$ cat config.mk
export PLATFORM = sky130hd
export DESIGN_NAME = scanline_sequencer
export DESIGN_NICKNAME = d
export VERILOG_FILES = /design/src/rtl/scanline_sequencer.sv
export SDC_FILE = /design/constraint.sdc
export NUM_CORES = 1
export LEC_CHECK = 0
export BUFFER_PORTS_ARGS = -buffer_cell sky130_fd_sc_hd__buf_2
export CORE_MARGIN = 2
export CORE_UTILIZATION = 30
export CTS_CLUSTER_SIZE = 40
export DETAILED_ROUTE_END_ITERATION = 6
export PLACE_DENSITY_LB_ADDON = 0.15
export SLEW_MARGIN = 5
export SYNTH_ARGS = -nofsm -noshare
export SYNTH_HDL_FRONTEND = slang
export SYNTH_SLANG_ARGS = --single-unit
$ cat constraint.sdc
create_clock -name i_CLK -period 9.9 [get_ports i_CLK]
set_clock_uncertainty 0.05 [all_clocks]
set_input_delay 2.475 -clock i_CLK [delete_from_list [all_inputs] [get_ports i_CLK]]
set_output_delay 2.475 -clock i_CLK [all_outputs]
set_load 0.005 [all_outputs]
$ cat src/rtl/scanline_sequencer.sv
`default_nettype none
// ============================================================================
// Module   : scanline_sequencer
// Purpose  : Composite-video scanout timing. Runs the h/v counters, generates
//            sync and active-video flags, prefetches one BRAM line per visible
//            line into a line register and serialises it into BPP-bit pixels.
// Revision : 1.0  initial release
// ============================================================================
module scanline_sequencer #(
    parameter int ADDR_W            = 10,
    parameter int DATA_W            = 300,
    parameter int BPP               = 4,
    parameter int CLKS_PER_LINE     = 1728,
    parameter int SYNC_CLKS         = 127,
    parameter int ACTIVE_START      = 284,
    parameter int CLKS_PER_PIXEL    = 18,
    parameter int LINES_PER_FRAME   = 625,
    parameter int VSYNC_LINES       = 5,
    parameter int FIRST_ACTIVE_LINE = 17,
    parameter int ACTIVE_LINES      = 608
) (
    input  logic              i_CLK,
    input  logic              i_RST_N,
    input  logic              i_EN,
    output logic              o_RD_EN,
    output logic [ADDR_W-1:0] o_RD_ADDR,
    input  logic [DATA_W-1:0] i_RD_DATA,
    output logic              o_SYNC,
    output logic              o_ACTIVE,
    output logic [BPP-1:0]    o_PIXEL,
    output logic              o_LINE_START,
    output logic              o_FRAME_START
);

    localparam int PIXELS     = DATA_W / BPP;
    localparam int ACTIVE_END = ACTIVE_START + PIXELS * CLKS_PER_PIXEL;
    // One spare value of headroom so the end-of-window constants always fit.
    localparam int HW = $clog2(CLKS_PER_LINE + 1);
    localparam int VW = $clog2(LINES_PER_FRAME + 1);
    localparam int PW = (PIXELS > 1) ? $clog2(PIXELS) : 1;
    localparam int SW = (CLKS_PER_PIXEL > 1) ? $clog2(CLKS_PER_PIXEL) : 1;
    localparam int BW = (DATA_W > 1) ? $clog2(DATA_W) : 1;

    localparam logic [HW-1:0] H_LAST      = HW'(CLKS_PER_LINE - 1);
    localparam logic [HW-1:0] H_SYNC      = HW'(SYNC_CLKS);
    localparam logic [HW-1:0] H_CAPTURE   = HW'(SYNC_CLKS + 1);
    localparam logic [HW-1:0] H_VSYNC_END = HW'(CLKS_PER_LINE - SYNC_CLKS);
    localparam logic [HW-1:0] H_ACT_START = HW'(ACTIVE_START);
    localparam logic [HW-1:0] H_ACT_END   = HW'(ACTIVE_END);
    localparam logic [VW-1:0] V_LAST      = VW'(LINES_PER_FRAME - 1);
    localparam logic [VW-1:0] V_VSYNC     = VW'(VSYNC_LINES);
    localparam logic [VW-1:0] V_FIRST     = VW'(FIRST_ACTIVE_LINE);
    localparam logic [VW-1:0] V_ACT_END   = VW'(FIRST_ACTIVE_LINE + ACTIVE_LINES);
    localparam logic [SW-1:0] S_LAST      = SW'(CLKS_PER_PIXEL - 1);

    typedef enum logic [1:0] {
        ST_SYNC   = 2'd0,
        ST_PORCH  = 2'd1,
        ST_ACTIVE = 2'd2,
        ST_TAIL   = 2'd3
    } line_state_t;

    line_state_t       state, next_state;
    logic              running;
    logic [HW-1:0]     h, nh;
    logic [VW-1:0]     v, nv;
    logic [SW-1:0]     sub, nsub;
    logic [PW-1:0]     p, np;
    logic [DATA_W-1:0] line_reg;
    logic [BW-1:0]     pix_base;
    logic              vsync_line, active_line, cur_active_line, fetch;

    // Next counter position; the first enabled edge always lands on (0,0).
    always_comb begin
        nh = '0;
        nv = '0;
        if (running) begin
            if (h == H_LAST) begin
                nh = '0;
                nv = (v == V_LAST) ? '0 : v + 1'b1;
            end else begin
                nh = h + 1'b1;
                nv = v;
            end
        end
    end

    // Line classification for the upcoming position and the current one.
    always_comb begin
        vsync_line      = (nv < V_VSYNC);
        active_line     = (nv >= V_FIRST) && (nv < V_ACT_END);
        cur_active_line = (v >= V_FIRST) && (v < V_ACT_END);
        fetch           = active_line && (nh == H_SYNC);
    end

    // Per-line phase: SYNC -> PORCH -> ACTIVE (visible lines) -> TAIL.
    always_comb begin
        next_state = state;
        if (nh == '0) begin
            next_state = ST_SYNC;
        end else begin
            case (state)
                ST_SYNC:   if (nh == H_SYNC) next_state = ST_PORCH;
                ST_PORCH:  if (nh == H_ACT_START)
                               next_state = active_line ? ST_ACTIVE : ST_TAIL;
                ST_ACTIVE: if (nh == H_ACT_END) next_state = ST_TAIL;
                default:   next_state = state;
            endcase
        end
    end

    // Pixel sub-counter and index; both restart on entry to the window.
    always_comb begin
        nsub = '0;
        np   = '0;
        if (next_state == ST_ACTIVE && state == ST_ACTIVE) begin
            if (sub == S_LAST) begin
                nsub = '0;
                np   = p + 1'b1;
            end else begin
                nsub = sub + 1'b1;
                np   = p;
            end
        end
        pix_base = BW'(np * BPP);
    end

    // Position counters and phase register; disable parks everything at zero.
    always_ff @(posedge i_CLK or negedge i_RST_N) begin
        if (!i_RST_N) begin
            running <= 1'b0;
            h       <= '0;
            v       <= '0;
            sub     <= '0;
            p       <= '0;
            state   <= ST_SYNC;
        end else if (!i_EN) begin
            running <= 1'b0;
            h       <= '0;
            v       <= '0;
            sub     <= '0;
            p       <= '0;
            state   <= ST_SYNC;
        end else begin
            running <= 1'b1;
            h       <= nh;
            v       <= nv;
            sub     <= nsub;
            p       <= np;
            state   <= next_state;
        end
    end

    // Line register: BRAM data is valid in the cycle after the read strobe.
    always_ff @(posedge i_CLK or negedge i_RST_N) begin
        if (!i_RST_N) begin
            line_reg <= '0;
        end else if (i_EN && running && cur_active_line && h == H_CAPTURE) begin
            line_reg <= i_RD_DATA;
        end
    end

    // Registered outputs describing the position the counters move to.
    always_ff @(posedge i_CLK or negedge i_RST_N) begin
        if (!i_RST_N) begin
            o_RD_EN       <= 1'b0;
            o_RD_ADDR     <= '0;
            o_SYNC        <= 1'b0;
            o_ACTIVE      <= 1'b0;
            o_PIXEL       <= '0;
            o_LINE_START  <= 1'b0;
            o_FRAME_START <= 1'b0;
        end else if (!i_EN) begin
            o_RD_EN       <= 1'b0;
            o_RD_ADDR     <= '0;
            o_SYNC        <= 1'b0;
            o_ACTIVE      <= 1'b0;
            o_PIXEL       <= '0;
            o_LINE_START  <= 1'b0;
            o_FRAME_START <= 1'b0;
        end else begin
            o_RD_EN       <= fetch;
            if (fetch) begin
                o_RD_ADDR <= ADDR_W'(nv - V_FIRST);
            end
            o_SYNC        <= vsync_line ? (nh < H_VSYNC_END) : (nh < H_SYNC);
            o_ACTIVE      <= (next_state == ST_ACTIVE);
            o_PIXEL       <= (next_state == ST_ACTIVE) ? line_reg[pix_base +: BPP] : '0;
            o_LINE_START  <= (nh == '0);
            o_FRAME_START <= (nh == '0) && (nv == '0);
        end
    end

endmodule
`default_nettype wire

==> out/qor.txt <==
Iter 0 DRT Violations = 721
Internal cell power = 0.00258 W
RePlAce Congestion = 0.851
Slowest cell delay on critical path = 0.69 ns
Async S/R FF share, synth = 1.00
Max_cap viols = 0
Synth-to-layout area growth = 22.8%
Routed wire length = 59.9 mm
Startpoint Class = input port
Fillcell total = 5762
Register bit total from synthesis = 355
Cell area power density = 155 mW/mm2
Initial Util = 0.302
IO Port Bufs = 321
Peak VDD IR = 0.000114 V
Antenna-violating nets left = 0
CTS Buf Count = 45
Tightest Pin Transition = 1.10 ns
WP buf/inv = 3
Clk network pwr share = 0.529
I/O Pins = 322
Family with the most delay on the worst path = buffers and inverters
Design Power = 0.00332 W
Gr usage total = 0.200
First-pass GRT wire length = 90.1 mm
CTS hold repair buffers = 0
Sequential element share of the synthesized area = 0.510
WP data arrival = 5.75 ns
Core ar. = 0.0576 mm2
Initial antenna violation count = 38
CP max stage cell = buf_12
Worst Path Max Fanout = 183
Fmax = 0.188 GHz
Pre-antenna DRT Iters = 5
Die Area = 0.0600 mm2
Mapped Area = 0.0174 mm2
Largest register FFs = 300
TNS Setup = 0 ns
Setup-failing EPs final = 0
Net Sw Frac = 0.223
Post-CTS resize count = 0
Vias post-DR = 13.4k
Die height = 245 um
Post-synth EDFFs = 0
Reg power frac = 0.438
Leakage power = 10.0 nW
Final slew viol count = 0
Synth Warn # = 0
Row count = 88
CP Class = in2reg
Worst setup EP type = register
WP depth = 7
Final HPWL DP = 42.3 mm
Combinational Power Share = 0.033
Hold path depth = 1
Critical Path RT = 10.32 ns
Minimum clock period = 5.33 ns
Syn nets = 1823
# DRC = 0
RSZ-0062 raised after global routing = false
Clk sinks = 355
Via density = 5.15
Rel. slew slack = 0.267
Layout Cell Area excl Fill = 0.0214 mm2
Clk_lat worst skew = 0.59 ns
DR WL/cell = 23.0 um
Root Driver = clkbuf_16
Post-CTS Setup Inserts = 0
Final hold violations = 0
DIE WIDTH = 245 um
Reg clk slew, reported paths = 0.06 ns
Main synth FF type = dfrtp_1
Hold crit path type = reg2reg
Placed Area = 0.0198 mm2
Final #Nets = 2107
Fin crit share = 0.538
GRT overflow = 0
Vias in the first global route = 14.0k
Post-synthesis cell count = 1509
Status = complete, no violations
Largest net degree at the start of global routing = 184
Psw = 0.000739 W
CTS tree = yes
H-tree levels = 2
Crit-path cells = buf_2 -> clkinv_1 -> nor4b_1 -> nand4_1 -> a21oi_4 -> buf_12 -> mux2_2
Worst-case reg-to-reg path depth = 12
Distinct cells, synth = 89
Syn_area_per_cell = 11.5 um2
Layout cell share with drive strength beyond 1 = 0.416
Max Root-Sink Buffers = 3
==> cells by family after synthesis <==
family | synth area share
AOI/OAI and AO/OA | 0.108
xor gates and xnor gates | 0.0181
muxes | 0.210
DFF | 0.510
adders and majority gates | 0.00790
and+or+nand+nor | 0.115
buffers and inverters | 0.0310
==> layout make-up <==
class,count,area [um2],area share
Timing Repair Buffer,341,1790,0.0838
Sequential cell,355,8880,0.416
Antenna cell,15,37.5,0.00176
Inverter,18,67.6,0.00316
Tap cell,765,957,0.0448
Multi-Input combinational cell,1032,8050,0.377
Clock inverter,18,279,0.0131
Clock buffer,64,1310,0.0612
==> final timing paths <==
kind                                   from            end  slack [ns]
worst min-delay path            line_reg[5]    line_reg[5]        0.45
max in group asynchronous           i_RST_N  line_reg[166]        6.36
worst max-delay path                   i_EN   line_reg[95]        4.57
worst min register to register  line_reg[5]    line_reg[5]        0.45
min in group asynchronous           i_RST_N   line_reg[79]        1.86
worst max register to register         h[0]     o_PIXEL[1]        4.58
==> layer usage <==
layer,part of all wire,up-vias,track usage
li1,-,6155,-
met1,0.44,6789,0.260
met3,0.068,122,0.0623
met2,0.47,328,0.314
met5,0.0048,-,0
met4,0.026,42,0.0685
==> power groups by stage <==
stage / Sequential (W) / Clock (W) / Combinational [W]
finish: 0.00145 / 0.00175 / 0.000109
global route: 0.00145 / 0.00187 / 0.000123
CTS: 0.00145 / 0.00181 / 0.000113
detailed placement: 0.00148 / 0 / 0.000113
global placement: 0.00148 / 0 / 0.000111
floorplan: 0.00148 / 0 / 0.00000991
==> worst reg2reg max path: cells and delay by family, from the launching register on <==
family / cells / cell delay, ns
AO/OA/AOI/OAI: 6 / 2.33
adder cells (fa/ha/maj): 1 / 0.45
buffers and inverters: 1 / 0.68
flip-flops: 1 / 0.49
AND/OR/NAND/NOR: 4 / 1.22
==> cell usage after synthesis (6+ instances only) <==
cell	count	area, um2
nand2_1	178	668
mux2_2	309	3480
buf_2	19	95.1
nor4_1	6	37.5
and3_1	22	138
and4_1	7	61.3
o32ai_1	8	70.1
buf_4	9	67.6
dfrtp_1	355	8880
a221oi_1	22	193
a21oi_1	24	120
clkbuf_1	67	251
a211oi_1	21	158
a32oi_1	6	52.6
nand3_1	46	230
nand4_1	12	75.1
o21ai_0	32	160
o22ai_1	11	68.8
nor2_1	60	225
a311oi_1	13	114
xnor2_1	24	210
o21a_1	7	52.6
mux2i_1	16	160
xor2_1	12	105
inv_1	17	63.8
nor3_1	20	100
o31ai_1	8	60.1
a31oi_1	30	188
ha_1	11	138
and2_1	12	75.1
==> stage by stage <==
| stage | util | hold slack [ns] | instances | setup WS [ns] |
|---|---|---|---|---|
| 3_5_place_dp | 0.343 | 0.441 | 2511 | 4.04 |
| 2_1_floorplan | - | 0.422 | 1509 | 5.32 |
| 5_1_grt | 0.371 | 0.465 | 2604 | 4.26 |
| 4_1_cts | 0.371 | 0.454 | 2593 | 4.57 |
| 6_report | 0.371 | 0.451 | 2608 | 4.57 |
| 3_3_place_gp | 0.343 | 0.436 | 2511 | 4.18 |
==> placed cells by master (no fill, tap or decap), types with 11 or more instances in the layout <==
| cell | n |
|---|---|
| dfrtp_1 | 355 |
| buf_2 | 320 |
| mux2_2 | 309 |
| nand2_1 | 178 |
| nor2_1 | 60 |
| nand3_1 | 46 |
| clkbuf_16 | 45 |
| o21ai_0 | 32 |
| a31oi_1 | 30 |
| a21oi_1 | 23 |
| xnor2_1 | 22 |
| and3_1 | 22 |
| a221oi_1 | 22 |
| a211oi_1 | 21 |
| nor3_1 | 20 |
| buf_4 | 18 |
| inv_1 | 17 |
| diode_2 | 15 |
| mux2i_1 | 15 |
| a311oi_1 | 13 |
| nand4_1 | 12 |
| xor2_1 | 11 |
| o22ai_1 | 11 |
| ha_1 | 11 |
| clkbuf_8 | 11 |
Note: power is estimated with default switching activity, not from simulation.
